<file path="src/rtl/param_seq_detect.sv">
// Serial bit-pattern detector with a runtime-loadable pattern and don't-care mask.
// Supports overlapping or non-overlapping matching and has a saturating match counter.
module param_seq_detect #(
  parameter int unsigned     PAT_W       = 4,
  parameter int unsigned     CNT_W       = 8,
  parameter logic [PAT_W-1:0] DEFAULT_PAT = PAT_W'(4'b1011)
) (
  input  logic             clk,
  input  logic             reset,
  input  logic             en,
  input  logic             x,
  input  logic             pat_load,
  input  logic [PAT_W-1:0] pat_in,
  input  logic [PAT_W-1:0] mask_in,
  input  logic             overlap,
  input  logic             cnt_clr,
  output logic             y,
  output logic [CNT_W-1:0] match_cnt,
  output logic             cnt_sat,
  output logic [PAT_W-1:0] pat_cur
);

  localparam int unsigned      FILL_W    = $clog2(PAT_W + 1);
  localparam logic [FILL_W-1:0] FILL_FULL = FILL_W'(PAT_W);
  localparam logic [CNT_W-1:0]  CNT_MAX   = '1;

  logic [PAT_W-1:0] hist;
  logic [PAT_W-1:0] pat;
  logic [PAT_W-1:0] mask;
  logic [FILL_W-1:0] fill;

  logic [PAT_W-1:0]  hist_n_c;
  logic [FILL_W-1:0] fill_n_c;
  logic              match_c;
  logic              hit_c;
  logic [CNT_W-1:0]  cnt_inc_c;

  // Next history/fill and match decision for a sampled bit
  always_comb begin
    hist_n_c  = {hist[PAT_W-2:0], x};
    fill_n_c  = (fill == FILL_FULL) ? fill : fill + FILL_W'(1);
    match_c   = (fill_n_c == FILL_FULL) && (((hist_n_c ^ pat) & mask) == '0);
    hit_c     = en && !pat_load && match_c;
    cnt_inc_c = match_cnt + CNT_W'(1);
  end

  // Pattern registers, shift history and fill level
  always_ff @(posedge clk or posedge reset) begin
    if (reset) begin
      pat  <= DEFAULT_PAT;
      mask <= '1;
      hist <= '0;
      fill <= '0;
    end else if (pat_load) begin
      pat  <= pat_in;
      mask <= mask_in;
      hist <= '0;
      fill <= '0;
    end else if (en) begin
      hist <= hist_n_c;
      // Non-overlapping mode discards the matched bits from the fill level
      fill <= (match_c && !overlap) ? '0 : fill_n_c;
    end
  end

  // Match pulse and saturating counter
  always_ff @(posedge clk or posedge reset) begin
    if (reset) begin
      y         <= 1'b0;
      match_cnt <= '0;
      cnt_sat   <= 1'b0;
    end else begin
      y <= hit_c;
      if (hit_c && cnt_clr) begin
        match_cnt <= CNT_W'(1);
        cnt_sat   <= 1'b0;
      end else if (hit_c) begin
        if (match_cnt != CNT_MAX) begin
          match_cnt <= cnt_inc_c;
          cnt_sat   <= (cnt_inc_c == CNT_MAX);
        end
      end else if (cnt_clr) begin
        match_cnt <= '0;
        cnt_sat   <= 1'b0;
      end
    end
  end

  assign pat_cur = pat;

endmodule

</file>
<file path="config.mk">
export PLATFORM = sky130hd
export DESIGN_NAME = param_seq_detect
export DESIGN_NICKNAME = d
export VERILOG_FILES = /design/src/rtl/param_seq_detect.sv
export SDC_FILE = /design/constraint.sdc
export NUM_CORES = 1
export LEC_CHECK = 0
export ABC_AREA = 1
export CAP_MARGIN = 25
export CORE_MARGIN = 2
export CORE_UTILIZATION = 45
export CTS_BUF_LIST = sky130_fd_sc_hd__clkbuf_16
export DETAILED_ROUTE_END_ITERATION = 6
export PLACE_DENSITY = 0.72
export SLEW_MARGIN = 5
export SYNTH_ARGS = -nofsm -noshare
export SYNTH_HDL_FRONTEND = slang
export SYNTH_SLANG_ARGS = --single-unit
</file>
<file path="constraint.sdc">
create_clock -name clk -period 3.9 [get_ports clk]
set_clock_uncertainty 0.2 [all_clocks]
set_input_delay 0.78 -clock clk [delete_from_list [all_inputs] [get_ports clk]]
set_output_delay 0.78 -clock clk [all_outputs]
set_load 0.01 [all_outputs]
</file>
==> run_results.csv, run 1 <==
group,metric,value,unit
cts,cts_buffer_depth,2,
timing,worst_pin_slew,0.869,ns
grt,grt_max_degree,25,
timing,min_period_over_period,59.8,%
worst_setup_path,rr_worst_depth,10,
drt,routed_wl,2.82,mm
logic_synthesis,synth.net_count,185,
worst_setup_path,critPathLaunch,"pat_load",
finish,drive_above_1_share,17.3,%
power,leakage,0.000871,uW
worst_setup_path,cpPeakStageDelay,0.72,ns
finish,diodes,0,
finish,layout_common_cells,"39 x nand2_1, 28 x clkdlybuf4s50_1, 22 x inv_1, 21 x nand3_1, 17 x dfrtp_1",
status,status,"finished clean",
timing,tns,0,ns
floorplanning,ios,29,
worst_setup_path,r2r-start,"fill[0]",
cts,numCtsBuffers,3,
finish,layout_commonest_cell,"nand2_1",
drt,via_per_inst,4.90,
floorplanning,coreArea,0.00303,mm^2
grt,grtUsageTotal,18.2,%
hold_path,min_path_type,"reg -> reg",
cts,post_cts_resized,0,
floorplanning,die_x,60.1,um
cts,clkLatencyLatePin,0.26,ns
worst_setup_path,cp.arrival,2.33,ns
logic_synthesis,syn_area_per_cell,8.52,um^2
logic_synthesis,syn_area,0.00141,mm^2
cts,clk_pin_slew,0.06,ns
worst_setup_path,reg2reg_to,"match_cnt[7]",
finish,design_area,0.00182,mm^2
worst_setup_path,crit_path_frequent_cell,"nor2_8",
worst_setup_path,worst_setup_path_start_kind,"input port",
flow_run,drv_cap,0,
grt,grt-ovfl-total,0,
timing,period_needed,2.33,ns
floorplanning,core.rowCount,20,
timing,hold_viol,0,
logic_synthesis,yosys.area.top_type,"dfrtp_1",
logic_synthesis,ys_ff_latch,24,
timing,rsz0062_at_grt,"false",
worst_setup_path,crit_path_end_kind,"register",
finish,nets,216,
timing,finalSetupViolations,0,
drt,drc,0,
worst_setup_path,crit_end,"match_cnt[4]",
logic_synthesis,ys_warn_count,0,
grt,antenna_found_initial,0,
drt,wl_per_cell,11.8,um
timing,relSlewSlack,42.0,%
logic_synthesis,synth.distinct_cells,26,
placed_design,dp_hpwl,2.23,mm
worst_setup_path,path_cells,"clkdlybuf4s50_1 -> nor2_8 -> bufinv_8 -> nor2_8 -> nand3_1 -> nand2_1",
floorplanning,die_y,60.1,um
placed_design,gp_congestion,0.817,
cts,cts.sinks,24,
placed_design,place_area,0.00174,mm^2
power,p_per_area,324,mW/mm^2
grt,grt_pass1_vias,1151,
timing,fmax,0.429,GHz
logic_synthesis,yosysSeqAreaShare,43.1,%
worst_setup_path,cp_slowest_cell,"clkdlybuf4s50_1",
grt,grt_pass1_wl,4.95,mm
timing,drv_slew,0,
drt,drtPass1Iterations,4,
logic_synthesis,synth_area_leaders,"dfrtp_1 30%, dfstp_2 13%, nand2_1 10%",
worst_setup_path,path_max_fanout,14,
worst_setup_path,path_class,"in -> reg",
cts,root_buffer,"clkbuf_16",
worst_setup_path,critPathRequiredTime,3.90,ns
floorplanning,die-area,0.00361,mm^2
placed_design,portBuffers,28,
cts,htreeDepth,1,
drt,drtIter0Drc,40,
cts,postCtsSetupBuffers,0,
drt,ant_nets,0,
floorplanning,start_util,46.7,%
finish,area_growth,28.4,%
cts,postCtsHoldBufs,0,
drt,vias,1176,
worst_setup_path,rrSetupSlack,2.02,ns
cts,tritoncts,"built",
logic_synthesis,synth_top_cell_area_share,30.1,%
power,vdd_drop_max,0.255,mV
logic_synthesis,postSynthCellCount,166,
[synthesized netlist by cell type, drive strengths merged]
cell type,n
inv,24
bufinv,1
nor3,1
o21ai,6
nor2,17
dfstp,7
a21oi,1
mux2,4
buf,1
clkbuf,1
dfrtp,17
o22ai,6
xnor2,1
xor2,4
nand4,6
nand3,22
ha,4
nand2,43
[power by group]
| part | internal, uW | switching (uW) | total [uW] |
|---|---|---|---|
| registers | 266 | 7.71 | 274 |
| logic | 42.0 | 51.2 | 93.2 |
| clock network | 137 | 83.9 | 221 |
[how the worst min path moves through the flow]
stage	startpoint	to	cells after the start
finish	pat_cur[1]	pat_cur[1]	2
floorplan	pat_cur[0]	pat_cur[0]	2
global route	pat_cur[1]	pat_cur[1]	2
detailed placement	cnt_sat	cnt_sat	2
CTS	pat_cur[0]	pat_cur[0]	2
global placement	cnt_sat	cnt_sat	2
[through the flow]
| stage | hold slack, ns | setup WS (ns) | power (uW) | instances | util [%] |
|---|---|---|---|---|---|
| floorplan | 0.300 | 2.11 | 336 | 166 | - |
| global placement | 0.294 | 1.35 | 367 | 236 | 57.4 |
| detailed placement | 0.306 | 1.29 | 372 | 236 | 57.4 |
| CTS | 0.317 | 1.55 | 592 | 240 | 60.0 |
| global route | 0.341 | 1.43 | 613 | 240 | 60.0 |
| finish | 0.311 | 1.57 | 588 | 240 | 60.0 |
[kinds of logic (layout without fill, tap and decap cells)]
family | after synthesis | in the layout | share of synthesized area, %
muxes | 4 | 4 | 3.19
AOI/OAI and AO/OA | 13 | 13 | 5.13
DFF | 24 | 24 | 43.1
xor gates and xnor gates | 5 | 5 | 3.10
adders and majority gates | 4 | 4 | 3.54
and+or+nand+nor | 89 | 89 | 33.5
buffers and inverters | 27 | 57 | 8.50
[layout make-up]
class	instances	area [um^2]
clock buffer	3	75.1
clock inverter	1	3.75
fill	267	1210
inverter	25	108
multi-input combinational	115	684
sequential	24	609
tap	44	55.1
timing repair buffer	28	280
[per-layer routing]
metal / up-vias / share of wire [%] / GRT usage (%)
met4: 0 / 1.6 / 6.67
met3: 4 / 2.8 / 4.11
li1: 597 / - / -
met5: - / 0 / 0
met2: 19 / 50 / 30.3
met1: 556 / 46 / 23.0
[worst max-delay path: cells and delay by family]
family / cells / cell delay [ns]
buffers and inverters: 2 / 0.95
and+or+nand+nor: 4 / 0.61
[state kept, by name, indices dropped and copies added (netlist names)]
register,count
pat_cur,4
match_cnt,8
fill,3
y,1
mask,4
hist,3
cnt_sat,1
Note: power is estimated with default switching activity, not from simulation.
==> run 2, diff against run 1 <==
PLACE_DENSITY = 0.74   (was 0.72)
clock period = 2 ns   (was 3.9 ns; I/O delays follow)
==> run 2 against run 1 <==
Net effect: combinational power grew 110%; flip-flop and latch count is the same; non-clock buffer count grew 7; power grew 97%; die area is the same; clock power grew 94%; worst hold slack lost 0.029 ns; sequential power grew 95%; critical path type is now reg -> out; largest cell class unchanged.
==> run_results.csv, run 2 (synthesis gave the netlist of run 1 again) <==
group,metric,value,unit
status,status,"finished clean",
floorplanning,die-area,0.00361,mm^2
grt,grt_pass1_vias,1211,
drt,drtPass1Iterations,4,
flow_run,drv_cap,0,
power,swShare,24.2,%
worst_setup_path,cp.arrival,1.34,ns
worst_setup_path,cpPeakStageDelay,0.55,ns
finish,layout_common_cells,"39 x nand2_1, 28 x clkdlybuf4s50_1, 21 x inv_1, 21 x nand3_1, 17 x dfrtp_1",
finish,fillCellCount,255,
drt,drtIter0Drc,17,
floorplanning,core.rowCount,20,
grt,grtUsageTotal,19.0,%
timing,fmax,0.515,GHz
cts,clkLatencyLatePin,0.25,ns
cts,numCtsBuffers,3,
drt,drc,0,
floorplanning,coreArea,0.00303,mm^2
finish,top_register,"match_cnt",
worst_setup_path,worst_setup_path_start_kind,"register",
timing,whs,0.282,ns
drt,vias,1214,
timing,min_period_over_period,97.1,%
grt,grt_pass1_wl,5.08,mm
cts,cts_buffer_depth,2,
finish,drive_above_1_share,20.6,%
floorplanning,die_x,60.1,um
timing,tns,0,ns
worst_setup_path,rrSetupSlack,0.14,ns
finish,design_area,0.00188,mm^2
timing,relSlewSlack,79.8,%
finish,stdcell_count,248,
power,p_seq_share,46.2,%
cts,htreeDepth,1,
placed_design,dp.cells,241,
power,leakage,0.000902,uW
drt,routed_wl,2.92,mm
placed_design,gp_congestion,0.845,
grt,grt_max_degree,25,
worst_setup_path,path_cells,"clkdlybuf4s50_1",
cts,tritoncts,"built",
timing,hold_viol,0,
finish,largest_reg_flops,8,
power,power_frac_comb,16.7,%
timing,period_needed,1.94,ns
worst_setup_path,cp_slowest_cell,"dfstp_2",
finish,layout_commonest_cell,"nand2_1",
worst_setup_path,r2r-start,"fill[0]",
floorplanning,die_y,60.1,um
finish,diodes,0,
power,p_sw,280,uW
grt,antenna_found_initial,0,
worst_setup_path,reg2reg_to,"match_cnt[7]",
power,vdd_drop_max,0.479,mV
floorplanning,ios,29,
power,pwr-share-clk,37.1,%
floorplanning,start_util,46.7,%
timing,finalSetupViolations,0,
worst_setup_path,rr_worst_depth,10,
drt,ant_nets,0,
placed_design,dp_hpwl,2.23,mm
drt,via_per_inst,4.90,
timing,worst_pin_slew,0.303,ns
finish,nets,224,
worst_setup_path,crit_path_end_kind,"primary output",
worst_setup_path,path_max_fanout,3,
grt,grt-ovfl-total,0,
placed_design,place_area,0.00177,mm^2
cts,postCtsHoldBufs,0,
power,p_per_area,615,mW/mm^2
cts,root_buffer,"clkbuf_16",
worst_setup_path,path_delay_family,"flip-flops",
cts,cts.sinks,24,
worst_setup_path,path_class,"reg -> out",
drt,wl_per_cell,11.8,um
power,internal_power,876,uW
placed_design,place_ws,-0.0151,ns
timing,fin_ws,0.0588,ns
timing,drv_slew,0,
worst_setup_path,critPathRequiredTime,1.40,ns
worst_setup_path,cp_num_buf_inv,1,
cts,post_cts_resized,0,
hold_path,min_path_type,"in -> async",
cts,clk_pin_slew,0.06,ns
finish,area_growth,33.0,%
placed_design,portBuffers,28,
-- run 2: cell types whose count changed in the layout (fill, tap and decap cells not counted) --
cell,delta
inv_1,-1
buf_4,+7
nand4_2,+1
clkinv_1,+1
-- run 2: worst max-delay path by stage --
stage / from / end / slack (ns) / depth (start not counted)
5_1_grt: fill[0] / match_cnt[5] / -0.006 / 11
3_3_place_gp: x / cnt_sat / 0.04 / 8
2_1_floorplan: fill[0] / match_cnt[7] / 0.33 / 10
6_report: pat_cur[3] / pat_cur[3] / 0.06 / 1
4_1_cts: pat_cur[3] / pat_cur[3] / 0.05 / 1
3_5_place_dp: x / match_cnt[1] / -0.02 / 9
-- run 2: repair_timing --
item                       in CTS  in global routing
setup endpoints to repair       0                  3
hold endpoints to repair        0                  0
setup buffers                   0                  2
-- run 2: layer usage --
metal  vias to the layer above  GRT usage, %  wire length, um  part of all wire (%)
met5                         -             0                0                     0
met4                         0          7.94               57                   1.9
met3                         6          4.33               87                   3.0
met2                        20          30.4             1460                    50
met1                       572          24.8             1320                    45
li1                        616             -                -                     -
-- run 2: stage by stage --
step / total power, uW / utilization, %
6_report: 1160 / 62.1
5_1_grt: 1210 / 62.1
4_1_cts: 1170 / 61.2
3_5_place_dp: 731 / 58.6
3_3_place_gp: 724 / 58.6
2_1_floorplan: 656 / -
-- run 2: cell type report --
type	count	area (um^2)	share of cell area [%]
Clock buffer	3	75.1	3.99
Clock inverter	1	3.75	0.200
Inverter	25	108	5.72
Multi-Input combinational cell	116	697	37.1
Sequential cell	24	609	32.4
Tap cell	44	55.1	2.93
Timing Repair Buffer	35	333	17.7
-- run 2: power groups by stage --
| stage | clock (uW) | sequential [uW] | combinational (uW) |
|---|---|---|---|
| 6_report | 429 | 534 | 194 |
| 2_1_floorplan | 0 | 542 | 114 |
| 4_1_cts | 444 | 534 | 190 |
| 3_5_place_dp | 0 | 543 | 189 |
| 5_1_grt | 463 | 536 | 215 |
| 3_3_place_gp | 0 | 541 | 183 |
